### src/rtl/spi_rx_ctrl_if.sv
// Bus bundle between the SPI receive controller and its user / the SPI slave.
// The controller side uses the master modport.
interface spi_rx_ctrl_if #(
  parameter int unsigned FRAME_BITS = 40
) ();
  logic                  start;
  logic                  miso;
  logic                  sclk;
  logic                  ss;
  logic [FRAME_BITS-1:0] dout;
  logic                  dout_valid;
  logic                  busy;

  modport master (
    input  start, miso,
    output sclk, ss, dout, dout_valid, busy
  );

  modport slave (
    output start, miso,
    input  sclk, ss, dout, dout_valid, busy
  );
endinterface

### src/rtl/spi_rx_ctrl.sv
// SPI master that clocks in one FRAME_BITS-wide frame from miso, MSB first, and
// presents it on dout with a one-cycle dout_valid pulse. All outputs are registered.
module spi_rx_ctrl #(
  parameter int unsigned FRAME_BITS = 40,
  parameter int unsigned CLK_DIV    = 50,
  parameter bit          CPOL       = 1'b0,
  parameter bit          CPHA       = 1'b0,
  parameter bit          CONTINUOUS = 1'b0,
  parameter int unsigned GAP_CYCLES = 4
) (
  input logic           clk,
  input logic           rst,
  spi_rx_ctrl_if.master bus
);
  // One divider serves LEAD/SHIFT/TRAIL half-periods and the GAP count.
  localparam int unsigned CntMax = (CLK_DIV > GAP_CYCLES) ? CLK_DIV : GAP_CYCLES;
  localparam int unsigned DivW   = $clog2(CntMax);
  localparam int unsigned BitW   = $clog2(FRAME_BITS + 1);

  localparam logic [DivW-1:0] DivLast  = DivW'(CLK_DIV - 1);
  localparam logic [DivW-1:0] GapLast  = DivW'(GAP_CYCLES - 1);
  localparam logic [BitW-1:0] BitsLast = BitW'(FRAME_BITS);

  typedef enum logic [2:0] {StIdle, StLead, StShift, StTrail, StGap} state_e;

  state_e                state_q;
  logic [DivW-1:0]       div_q;
  logic [BitW-1:0]       bit_cnt_q;
  logic [FRAME_BITS-1:0] shreg_q;
  logic [FRAME_BITS-1:0] dout_q;
  logic                  sclk_q;
  logic                  ss_q;
  logic                  dout_valid_q;
  logic                  busy_q;
  logic                  sample_edge;

  // The upcoming toggle is the sampling edge: leading (leaving CPOL) when CPHA=0,
  // trailing (returning to CPOL) when CPHA=1.
  assign sample_edge = (sclk_q == CPOL) ^ CPHA;

  always_ff @(posedge clk or posedge rst) begin
    if (rst) begin
      state_q      <= StIdle;
      div_q        <= '0;
      bit_cnt_q    <= '0;
      shreg_q      <= '0;
      dout_q       <= '0;
      sclk_q       <= CPOL;
      ss_q         <= 1'b1;
      dout_valid_q <= 1'b0;
      busy_q       <= 1'b0;
    end else begin
      dout_valid_q <= 1'b0;
      unique case (state_q)
        StIdle: begin
          div_q <= '0;
          if (bus.start || CONTINUOUS) begin
            state_q   <= StLead;
            ss_q      <= 1'b0;
            busy_q    <= 1'b1;
            bit_cnt_q <= '0;
          end
        end
        StLead: begin
          if (div_q == DivLast) begin
            div_q   <= '0;
            state_q <= StShift;
            sclk_q  <= ~sclk_q;
            if (sample_edge) begin
              shreg_q   <= {shreg_q[FRAME_BITS-2:0], bus.miso};
              bit_cnt_q <= bit_cnt_q + BitW'(1);
            end
          end else begin
            div_q <= div_q + DivW'(1);
          end
        end
        StShift: begin
          if (div_q == DivLast) begin
            div_q <= '0;
            // Back at idle level with all bits taken: the final half-period is over.
            if (sclk_q == CPOL && bit_cnt_q == BitsLast) begin
              state_q <= StTrail;
            end else begin
              sclk_q <= ~sclk_q;
              if (sample_edge) begin
                shreg_q   <= {shreg_q[FRAME_BITS-2:0], bus.miso};
                bit_cnt_q <= bit_cnt_q + BitW'(1);
              end
            end
          end else begin
            div_q <= div_q + DivW'(1);
          end
        end
        StTrail: begin
          if (div_q == DivLast) begin
            div_q        <= '0;
            state_q      <= StGap;
            ss_q         <= 1'b1;
            dout_q       <= shreg_q;
            dout_valid_q <= 1'b1;
          end else begin
            div_q <= div_q + DivW'(1);
          end
        end
        StGap: begin
          if (div_q == GapLast) begin
            div_q   <= '0;
            state_q <= StIdle;
            busy_q  <= 1'b0;
          end else begin
            div_q <= div_q + DivW'(1);
          end
        end
        default: state_q <= StIdle;
      endcase
    end
  end

  assign bus.sclk       = sclk_q;
  assign bus.ss         = ss_q;
  assign bus.dout       = dout_q;
  assign bus.dout_valid = dout_valid_q;
  assign bus.busy       = busy_q;
endmodule

### src/flat_wrapper.sv
// flat-port wrapper written by rule: the top's interface ports become plain ports
module spi_rx_ctrl_flat 
#(
  parameter int unsigned FRAME_BITS = 40,
  parameter int unsigned CLK_DIV    = 50,
  parameter bit          CPOL       = 1'b0,
  parameter bit          CPHA       = 1'b0,
  parameter bit          CONTINUOUS = 1'b0,
  parameter int unsigned GAP_CYCLES = 4
)
  (clk, rst, bus_start, bus_miso, bus_sclk, bus_ss, bus_dout, bus_dout_valid, bus_busy);
  spi_rx_ctrl_if #(.FRAME_BITS(FRAME_BITS)) bus_i ();
  input logic clk;
  input logic rst;
  input wire logic [$bits(bus_i.start)-1:0] bus_start;
  input wire logic [$bits(bus_i.miso)-1:0] bus_miso;
  output wire logic [$bits(bus_i.sclk)-1:0] bus_sclk;
  output wire logic [$bits(bus_i.ss)-1:0] bus_ss;
  output wire logic [$bits(bus_i.dout)-1:0] bus_dout;
  output wire logic [$bits(bus_i.dout_valid)-1:0] bus_dout_valid;
  output wire logic [$bits(bus_i.busy)-1:0] bus_busy;
  assign bus_i.start = bus_start;
  assign bus_i.miso = bus_miso;
  assign bus_sclk = bus_i.sclk;
  assign bus_ss = bus_i.ss;
  assign bus_dout = bus_i.dout;
  assign bus_dout_valid = bus_i.dout_valid;
  assign bus_busy = bus_i.busy;
  spi_rx_ctrl #(.FRAME_BITS(FRAME_BITS), .CLK_DIV(CLK_DIV), .CPOL(CPOL), .CPHA(CPHA), .CONTINUOUS(CONTINUOUS), .GAP_CYCLES(GAP_CYCLES)) u_core (.clk(clk), .rst(rst), .bus(bus_i));
endmodule
### config.mk
export PLATFORM = sky130hd
export DESIGN_NAME = spi_rx_ctrl_flat
export DESIGN_NICKNAME = d
export VERILOG_FILES = /design/src/rtl/spi_rx_ctrl_if.sv /design/src/rtl/spi_rx_ctrl.sv /design/src/flat_wrapper.sv
export SDC_FILE = /design/constraint.sdc
export NUM_CORES = 1
export LEC_CHECK = 0
export CAP_MARGIN = 10
export CORE_ASPECT_RATIO = 1.75
export CORE_MARGIN = 5
export CORE_UTILIZATION = 55
export DETAILED_ROUTE_END_ITERATION = 10
export PLACE_DENSITY = 0.81
export SLEW_MARGIN = 20
export SYNTH_ARGS = -nofsm -noshare
export SYNTH_HDL_FRONTEND = slang
export SYNTH_SLANG_ARGS = --single-unit
### constraint.sdc
create_clock -name clk -period 3.3 [get_ports clk]
set_clock_uncertainty 0.05 [all_clocks]
set_input_delay 0.33 -clock clk [delete_from_list [all_inputs] [get_ports clk]]
set_output_delay 0.33 -clock clk [all_outputs]
set_load 0.1 [all_outputs]
==> impl_metrics.env <==
export IMPL_path_class="register to primary output"
export IMPL_routed_wl_um=7190
export IMPL_syn_area_um2=4120
export IMPL_crit_path_end_kind="primary output"
export IMPL_ys_seq_area_share_pct=60.1
export IMPL_grt_ovfl_total=0
export IMPL_synth_mux_area_share_pct=22.1
export IMPL_crit_chain="clkdlybuf4s50_1"
export IMPL_via_per_inst=5.73
export IMPL_cts_htree_levels=3
export IMPL_clockRootBuffer="clkbuf_16"
export IMPL_die_area_um2=9400
export IMPL_wl_per_cell_um=17.0
export IMPL_clockBufferDepth=2
export IMPL_crit_buf_inv=1
export IMPL_clkTransAtPathRegs_ps=70
export IMPL_power_density_nw_per_um2=449
export IMPL_synthCells=285
export IMPL_synth_top_area_share_pct=59.5
export IMPL_syn_area_per_cell_um2=14.5
export IMPL_place_area_um2=4650
export IMPL_max_cap_violations=0
export IMPL_via_count=2431
export IMPL_path_max_fanout=3
export IMPL_rsz0062_at_grt="no"
export IMPL_fin_util_pct=67.7
export IMPL_clk_insertion_delay_late_ps=330
export IMPL_drtPass1Iterations=5
export IMPL_grt_usage_pct=17.3
export IMPL_drive_gt1_share_pct=30.2
export IMPL_setup_viol_count_final=0
export IMPL_ys_top_cells_by_area="dfrtp_1, mux2_2, mux2_1"
export IMPL_grt_pass1_vias=2607
export IMPL_rows=41
export IMPL_yosysTopAreaCell="dfrtp_1"
export IMPL_dpl_hpwl_um=4860
export IMPL_synthArstFlopShare_pct=100
export IMPL_synthSimpleGateAreaFrac_pct=5.89
export IMPL_synth_distinct_cells=48
export IMPL_layout_common_cells="dfrtp_1, mux2_2, clkdlybuf4s50_1, clkbuf_16"
export IMPL_numCtsBuffers=9
export IMPL_cp_top_family="buffers and inverters"
export IMPL_clock_sinks=99
export IMPL_drtIter0Drc=179
export IMPL_route_antenna_remaining_nets=0
export IMPL_port_buffers=47
export IMPL_ys_ff_latch=99
export IMPL_synth_warning_count=0
export IMPL_min_period_over_period_pct=72.4
export IMPL_synth_compound_area_share_pct=6.67
export IMPL_area_growth_pct=19.7
export IMPL_hold_path_class="input port to async pin"
export IMPL_postCtsSetupBuffers=0
export IMPL_drc=0
export IMPL_synth_xor_area_share_pct=1.03
export IMPL_cts_tree="built"
export IMPL_hold_viol_final=0
export IMPL_final_common_cell="dfrtp_1"
export IMPL_max_slew_margin_pct=33.8
export IMPL_insertedDiodeCount=0
export IMPL_ys_flop_type="dfrtp_1"
export IMPL_synth_top_family_by_area="multiplexers"
export IMPL_slowest_stage="clkdlybuf4s50_1"
export IMPL_synth_fa_ha_area_share_pct=1.21
export IMPL_required_ps=2920
export IMPL_die_h_um=125
export IMPL_max_stage_delay_ps=1130
export IMPL_ctsResizeCount=0
export IMPL_tightest_slew_ps=989
export IMPL_cp_arrival_ps=2010
export IMPL_grt_max_degree=51
export IMPL_antenna_found_initial=0
export IMPL_io_pins=48
export IMPL_layout_nets=342
export IMPL_grt_pass1_wl_um=12600
export IMPL_crit_path_start_kind="register"
export IMPL_die_w_um=75.5
export IMPL_power_uw=2220
export IMPL_hold_buffers=0
export IMPL_setup_tns_ps=0
export IMPL_design_area_um2=4930
export IMPL_max_freq_mhz=418
export IMPL_synth_nets=293
export IMPL_slew_violations=0
export IMPL_gp_congestion=0.773
export IMPL_p_leak_uw=0.00243
export IMPL_fp_coreArea_um2=7280
export IMPL_start_util_pct=56.6
export IMPL_ir_worst_vdd_mv=0.364
export IMPL_status="complete, no violations"
export IMPL_period_needed_ps=2390
export IMPL_synth_edf_count=0
## stage by stage
step           hold WS [ps]  instances  setup slack (ps)
2_1_floorplan           402        285               331
3_3_place_gp            425        409              1060
3_5_place_dp            435        409               939
4_1_cts                 393        424               887
5_1_grt                 442        424               768
6_report                373        424               910
## worst register-to-register path: cells and delay by family (launching register included)
family,cells,cell delay (ps)
flops,1,650
simple gates,2,770
mux,1,370
compound gates,1,130
buf+inv,1,300
## per-layer routing
layer / global-route usage [%] / share of wire [%] / vias up
met5: 0 / 0 / -
met4: 6.28 / 1.7 / 0
met3: 3.80 / 2.6 / 7
met2: 28.3 / 54 / 37
met1: 22.1 / 42 / 1261
li1: - / - / 1126
## cell families after synthesis
kind of cell             after synthesis
flip-flops                            99
multiplexers                          81
AO/OA/AOI/OAI                         38
AND/OR/NAND/NOR                       38
buffers and inverters                 21
XOR/XNOR                               4
adder cells (fa/ha/maj)                4
## layout make-up
class / instances / area, µm²
clock buffer: 13 / 270
clock inverter: 2 / 10.0
fill: 536 / 2350
inverter: 7 / 28.8
multi-input combinational: 165 / 1520
sequential: 99 / 2480
tap: 86 / 108
timing repair buffer: 52 / 518
## where the power goes
part,internal (µW),switching (µW),total (µW),leakage [µW]
Combinational,5.36,24.5,29.8,0.000945
Clock,566,408,974,0.000141
Sequential,1210,0,1210,0.00134
## final timing paths
path / startpoint / endpoint / slack (ps) / cells past startpoint
min in group clk: u_core.bit_cnt_q[5] / u_core.bit_cnt_q[5] / 440 / 1
hold reg to reg: u_core.bit_cnt_q[5] / u_core.bit_cnt_q[5] / 440 / 1
max in group asynchronous: rst / u_core.bus.ss / 2010 / 3
setup / recovery: u_core.bus.ss / bus_ss / 910 / 1
setup reg to reg: u_core.state_q[0] / u_core.shreg_q[33] / 920 / 5
hold / removal: rst / u_core.shreg_q[10] / 370 / 2
## Yosys cell counts, drive strengths merged, types with 3 or more instances
cell,number
inv,7
nand2,5
mux2,80
nor2b,3
or3,5
dfrtp,98
o31ai,3
nor2,6
buf,11
nand2b,6
ha,4
and3,3
a21oi,7
o21ai,8
o41ai,3
clkbuf,3
## state kept, by name, summed over array words and instances, names as in the netlist
register               cells
u_core.shreg_q            40
u_core.bus.dout_valid      1
u_core.bus.sclk            1
u_core.bit_cnt_q           6
u_core.bus.ss              1
u_core.state_q             3
u_core.bus.busy            1
u_core.div_q               6
u_core.bus.dout           40
Power figures use the tool's default switching activity.
